## config.mk

```make
export PLATFORM = sky130hd
export DESIGN_NAME = branch_flush_controller_flat
export DESIGN_NICKNAME = d
export VERILOG_FILES = /design/src/rtl/branch_flush_controller_if.sv /design/src/rtl/branch_flush_controller.sv /design/src/flat_wrapper.sv
export SDC_FILE = /design/constraint.sdc
export NUM_CORES = 1
export LEC_CHECK = 0
export CORE_ASPECT_RATIO = 1.25
export CORE_MARGIN = 2
export CORE_UTILIZATION = 42
export CTS_CLUSTER_DIAMETER = 100
export DETAILED_ROUTE_END_ITERATION = 7
export PLACE_DENSITY_LB_ADDON = 0.05
export SYNTH_ARGS = -nofsm -noshare
export SYNTH_HDL_FRONTEND = slang
export SYNTH_SLANG_ARGS = --single-unit
```

## constraint.sdc

```tcl
create_clock -name clock -period 1.58 [get_ports clock]
set_input_delay 0.395 -clock clock [delete_from_list [all_inputs] [get_ports clock]]
set_output_delay 0.395 -clock clock [all_outputs]
set_load 0.03 [all_outputs]
```

## src/rtl/branch_flush_controller_if.sv

```systemverilog
// Pipeline-side bundle of the branch flush controller: branch/stall requests in, PC and flush controls out.
interface branch_flush_controller_if #(
    parameter int PC_WIDTH = 32
);
  logic                branchTakenInput;
  logic                validExInput;
  logic [PC_WIDTH-1:0] branchTargetInput;
  logic                stallInput;
  logic                pcSelectOutput;
  logic [PC_WIDTH-1:0] pcTargetOutput;
  logic                pcWriteEnableOutput;
  logic                ifIdWriteEnableOutput;
  logic                flushIfIdOutput;
  logic                flushIdExOutput;
  logic                busyOutput;

  modport master (
    output branchTakenInput, validExInput, branchTargetInput, stallInput,
    input  pcSelectOutput, pcTargetOutput, pcWriteEnableOutput,
           ifIdWriteEnableOutput, flushIfIdOutput, flushIdExOutput, busyOutput
  );

  modport slave (
    input  branchTakenInput, validExInput, branchTargetInput, stallInput,
    output pcSelectOutput, pcTargetOutput, pcWriteEnableOutput,
           ifIdWriteEnableOutput, flushIfIdOutput, flushIdExOutput, busyOutput
  );
endinterface

```

## src/rtl/branch_flush_controller.sv

```systemverilog
// Taken-branch redirect/flush sequencer with load-use stall arbitration.
// Optional branch/flush-cycle statistics counters enabled by BRANCH_FLUSH_STATS_EN.
module branch_flush_controller #(
    parameter int PC_WIDTH     = 32,
    parameter int FLUSH_CYCLES = 2
) (
    input  logic clock,
    input  logic reset,
    branch_flush_controller_if.slave bus
`ifdef BRANCH_FLUSH_STATS_EN
    ,
    output logic [31:0] branchCountOutput,
    output logic [31:0] flushCycleCountOutput
`endif
);

  typedef enum logic [1:0] {RUN, REDIRECT, FLUSH} state_t;

  localparam logic [2:0] FLUSH_LOAD = 3'(FLUSH_CYCLES - 1);

  state_t              state_reg, state_next;
  logic [2:0]          flush_count_reg, flush_count_next;
  logic [PC_WIDTH-1:0] target_reg, target_next;

  logic pc_select;
  logic pc_write_enable;
  logic if_id_write_enable;
  logic flush_if_id;
  logic flush_id_ex;
  logic busy;

  always_ff @(posedge clock) begin
    if (reset) begin
      state_reg       <= RUN;
      flush_count_reg <= 3'd0;
      target_reg      <= '0;
    end else begin
      state_reg       <= state_next;
      flush_count_reg <= flush_count_next;
      target_reg      <= target_next;
    end
  end

  always_comb begin
    state_next         = state_reg;
    flush_count_next   = flush_count_reg;
    target_next        = target_reg;
    pc_select          = 1'b0;
    pc_write_enable    = 1'b0;
    if_id_write_enable = 1'b0;
    flush_if_id        = 1'b0;
    flush_id_ex        = 1'b0;
    busy               = 1'b0;
    case (state_reg)
      RUN: begin
        // Stall controls still apply when a branch is accepted in the same
        // cycle; the stalled instruction is squashed by the ensuing flush.
        pc_write_enable    = ~bus.stallInput;
        if_id_write_enable = ~bus.stallInput;
        flush_id_ex        = bus.stallInput;
        if (bus.branchTakenInput && bus.validExInput) begin
          state_next  = REDIRECT;
          target_next = bus.branchTargetInput;
        end
      end
      REDIRECT: begin
        pc_select          = 1'b1;
        pc_write_enable    = 1'b1;
        if_id_write_enable = 1'b1;
        flush_if_id        = 1'b1;
        flush_id_ex        = 1'b1;
        busy               = 1'b1;
        if (FLUSH_CYCLES > 1) begin
          state_next       = FLUSH;
          flush_count_next = FLUSH_LOAD;
        end else begin
          state_next = RUN;
        end
      end
      FLUSH: begin
        pc_write_enable    = 1'b1;
        if_id_write_enable = 1'b1;
        flush_if_id        = 1'b1;
        flush_id_ex        = 1'b1;
        busy               = 1'b1;
        flush_count_next   = flush_count_reg - 3'd1;
        if (flush_count_reg == 3'd1) begin
          state_next = RUN;
        end
      end
      default: begin
        state_next       = RUN;
        flush_count_next = 3'd0;
      end
    endcase
  end

  // Reset masks every output, including the write enables, with no latency.
  assign bus.pcSelectOutput        = ~reset & pc_select;
  assign bus.pcTargetOutput        = reset ? '0 : target_reg;
  assign bus.pcWriteEnableOutput   = ~reset & pc_write_enable;
  assign bus.ifIdWriteEnableOutput = ~reset & if_id_write_enable;
  assign bus.flushIfIdOutput       = ~reset & flush_if_id;
  assign bus.flushIdExOutput       = ~reset & flush_id_ex;
  assign bus.busyOutput            = ~reset & busy;

`ifdef BRANCH_FLUSH_STATS_EN
  logic [31:0] branch_count_reg;
  logic [31:0] flush_cycle_count_reg;
  logic        branch_start;

  assign branch_start = (state_reg == RUN) && (state_next == REDIRECT);

  always_ff @(posedge clock) begin
    if (reset) begin
      branch_count_reg      <= 32'd0;
      flush_cycle_count_reg <= 32'd0;
    end else begin
      if (branch_start) begin
        branch_count_reg <= branch_count_reg + 32'd1;
      end
      if (busy) begin
        flush_cycle_count_reg <= flush_cycle_count_reg + 32'd1;
      end
    end
  end

  assign branchCountOutput     = reset ? 32'd0 : branch_count_reg;
  assign flushCycleCountOutput = reset ? 32'd0 : flush_cycle_count_reg;
`endif

endmodule

```

## src/flat_wrapper.sv

```systemverilog
// flat-port wrapper written by rule: the top's interface ports become plain ports
module branch_flush_controller_flat 
#(
    parameter int PC_WIDTH     = 32,
    parameter int FLUSH_CYCLES = 2
)
  (clock, reset, bus_branchTakenInput, bus_validExInput, bus_branchTargetInput, bus_stallInput, bus_pcSelectOutput, bus_pcTargetOutput, bus_pcWriteEnableOutput, bus_ifIdWriteEnableOutput, bus_flushIfIdOutput, bus_flushIdExOutput, bus_busyOutput);
  branch_flush_controller_if #(.PC_WIDTH(PC_WIDTH)) bus_i ();
  input  logic clock;
  input  logic reset;
  input wire logic [$bits(bus_i.branchTakenInput)-1:0] bus_branchTakenInput;
  input wire logic [$bits(bus_i.validExInput)-1:0] bus_validExInput;
  input wire logic [$bits(bus_i.branchTargetInput)-1:0] bus_branchTargetInput;
  input wire logic [$bits(bus_i.stallInput)-1:0] bus_stallInput;
  output wire logic [$bits(bus_i.pcSelectOutput)-1:0] bus_pcSelectOutput;
  output wire logic [$bits(bus_i.pcTargetOutput)-1:0] bus_pcTargetOutput;
  output wire logic [$bits(bus_i.pcWriteEnableOutput)-1:0] bus_pcWriteEnableOutput;
  output wire logic [$bits(bus_i.ifIdWriteEnableOutput)-1:0] bus_ifIdWriteEnableOutput;
  output wire logic [$bits(bus_i.flushIfIdOutput)-1:0] bus_flushIfIdOutput;
  output wire logic [$bits(bus_i.flushIdExOutput)-1:0] bus_flushIdExOutput;
  output wire logic [$bits(bus_i.busyOutput)-1:0] bus_busyOutput;
  assign bus_i.branchTakenInput = bus_branchTakenInput;
  assign bus_i.validExInput = bus_validExInput;
  assign bus_i.branchTargetInput = bus_branchTargetInput;
  assign bus_i.stallInput = bus_stallInput;
  assign bus_pcSelectOutput = bus_i.pcSelectOutput;
  assign bus_pcTargetOutput = bus_i.pcTargetOutput;
  assign bus_pcWriteEnableOutput = bus_i.pcWriteEnableOutput;
  assign bus_ifIdWriteEnableOutput = bus_i.ifIdWriteEnableOutput;
  assign bus_flushIfIdOutput = bus_i.flushIfIdOutput;
  assign bus_flushIdExOutput = bus_i.flushIdExOutput;
  assign bus_busyOutput = bus_i.busyOutput;
  branch_flush_controller #(.PC_WIDTH(PC_WIDTH), .FLUSH_CYCLES(FLUSH_CYCLES)) u_core (.clock(clock), .reset(reset), .bus(bus_i));
endmodule
```

==> flow_metrics.py <==
metrics = {
    "cts": {
        "numCtsBuffers": 5,
        "ctsHtreeMaxLevel": 2,
        "cts_sinks": 37,
        "cts_hold_buf": 0,
        "clkLatencyLatePin_ps": 280,
        "cts_max_path_buffers": 2,
        "path_clk_slew_ps": 70,
        "cts_tree": "built",
        "root_buffer": "clkbuf_8",
    },
    "logic_synthesis": {
        "syn_inst": 226,
        "syn_nets": 271,
        "yosys_register_bits": 37,
        "yosysUniqueCellTypes": 20,
        "synth_top_area_share": 0.423,
        "synth.cell_area_um2": 1750,
        "avgSynthCellArea_um2": 7.75,
        "synthTopCellsByArea": "dfxtp_1, nand2_1, nor2b_1, a21oi_1, ha_1",
        "yosys_warnings": 0,
        "ys_seq_area_frac": 0.423,
        "synth_largest_area_cell": "dfxtp_1",
    },
    "drt": {
        "wl_mm": 3.86,
        "drtIter0Drc": 53,
        "wire_per_inst_um": 10.7,
        "ant_nets": 0,
        "drc": 0,
        "via_per_inst": 4.61,
        "first_pass_iters": 4,
        "vias": 1670,
    },
    "timing": {
        "fin_tns_setup_ps": -711,
        "worstMarginPinSlew_ps": 179,
        "period_minus_slack_ps": 1720,
        "slew_violations": 0,
        "maxSlewHeadroom": 0.880,
        "worst_slack_ps": -142,
        "rsz0062_at_grt": "yes",
        "max_freq_ghz": 0.581,
        "finClkSkew_ps": 4.32,
        "finalHoldViolations": 0,
        "setup_violations": 6,
        "post-route-period-util": 1.09,
    },
    "final_layout": {
        "largest_reg_flops": 32,
        "multiInputGateArea_um2": 965,
        "regArea_um2": 746,
        "drive_above_1_share": 0.268,
        "syn_to_final_growth_pct": 56.3,
        "fillerInstances": 398,
        "nNetsFinal": 351,
        "diodes": 0,
    },
    "critical_path": {
        "rrSetupSlack_ps": 220,
        "worstPathArrival_ps": 1330,
        "critPathMaxFanout": 4,
        "cp_slowest_cell": "dfxtp_4",
        "crit_path_cell_trace": "buf_4 -> ha_4 -> nor3_4 -> buf_6",
        "worst-setup-path-type": "flop to output pin",
        "critPathRequiredTime_ps": 1180,
        "slowest_delay_ps": 350,
        "cp-end-kind": "output pin",
        "cp-start-kind": "flop",
    },
    "min_path": {
        "hold_class": "flop to flop",
    },
    "global_routing": {
        "grt_pass1_wl_mm": 6.29,
        "antenna_found_initial": 0,
        "grt_max_degree": 33,
        "grt_usage": 0.174,
        "grt_overflow_total": 0,
        "grt_pass1_vias": 1423,
    },
    "floorplanning": {
        "io_pins": 75,
        "die_w_um": 61.8,
        "die_y_um": 76.2,
        "num_rows": 26,
        "core_area_um2": 4030,
        "die_area_um2": 4710,
        "start_util": 0.434,
    },
    "pwr": {
        "p_leak_nw": 1.11,
        "powerDensity_nw_per_um2": 1190,
        "max-vdd-ir-drop_v": 0.000667,
        "p_total_mw": 3.26,
    },
    "outcome": {
        "status": "finished, violations left",
        "violations": "negative setup slack",
    },
    "placed_design": {
        "io_buffers": 74,
        "hpwl_mm": 2.67,
        "place.gp.congestion": 0.719,
    },
    "flow_run": {
        "cap_violations": 0,
    },
}
## worst max-delay path, delay by kind of cell, from the launching register on
kind,cells,cell delay (ps)
buf+inv,2,310
simple gates,1,210
fa+ha+maj,1,170
flops,1,350
## where the power goes
group          total, mW  switching, mW  internal (mW)  leakage [nW]
logic               1.50          0.764          0.737         0.765
clock network      0.653          0.307          0.346        0.0443
registers           1.11         0.0531           1.05         0.303
total               3.26           1.12           2.13          1.11
## what timing repair did
action / CTS / global route
setup buffers: 3 / 0
gates resized for setup: 10 / 2
cloned: 0 / 0
pin swaps: 2 / 1
endpoints found under the setup margin: 6 / 6
## cell families after synthesis
group / count (synthesis) / synth area share
AOI/OAI and AO/OA: 40 / 0.117
adders and majority gates: 8 / 0.0571
buffers and inverters: 23 / 0.0736
DFF: 37 / 0.423
muxes: 2 / 0.0114
and+or+nand+nor: 116 / 0.318
## final cells by class
type                    instances  share of cell area
multi-input cells             166               0.352
repair buffers                 91               0.310
flip-flops and latches         37               0.272
clock buffers                   7              0.0315
well taps                      56              0.0256
inverters                       5             0.00777
## cells in the mapped netlist, drive strengths merged
| cell | count |
|---|---|
| a21oi | 36 |
| a22oi | 2 |
| and3 | 1 |
| and3b | 1 |
| buf | 13 |
| clkbuf | 5 |
| dfxtp | 37 |
| ha | 8 |
| inv | 5 |
| mux2i | 2 |
| nand2 | 66 |
| nand2b | 5 |
| nand3 | 1 |
| nand4 | 1 |
| nor2 | 3 |
| nor2b | 36 |
| nor3 | 2 |
| o21ai | 2 |
## layer usage
metal  up-vias  GRT usage  routed length (µm)
li1        872          -                   -
met1       745      0.214                1650
met2        47      0.282                1930
met3         6     0.0526                 230
met4         0     0.0574                  46
met5         -          0                   0
## worst paths after layout
path / from / end / cells after the start
setup / recovery: u_core.state_reg[0] / bus_ifIdWriteEnableOutput / 4
hold / removal: u_core.target_reg[13] / u_core.target_reg[13] / 2
setup reg to reg: u_core.state_reg[0] / u_core.target_reg[28] / 7
hold reg to reg: u_core.target_reg[13] / u_core.target_reg[13] / 2
## stage by stage
step / cell area [µm²] / setup WS (ps) / hold WS, ps / cells / util
global placement: 2570 / -132 / 437 / 352 / 0.638
detailed placement: 2570 / -143 / 442 / 352 / 0.638
floorplan: 1820 / -90.2 / 432 / 226 / -
CTS: 2730 / -210 / 451 / 362 / 0.676
global route: 2740 / -192 / 464 / 362 / 0.679
finish: 2740 / -142 / 448 / 362 / 0.679
## layout by cell type, fill, tap and decap left out, types with 2 or more instances in the layout
cell type and count:
ha_4 2, nor2b_2 8, nand2b_1 5, clkdlybuf4s50_1 35
a22oi_1 2, o21ai_0 2, mux2i_1 2, ha_1 5
dfxtp_1 35, clkbuf_8 6, buf_4 45, buf_6 5
a21oi_1 35, inv_1 3, buf_12 5, nor2_1 3
nor2b_1 27, nand2_1 66
Note: power is estimated with default switching activity, not from simulation.
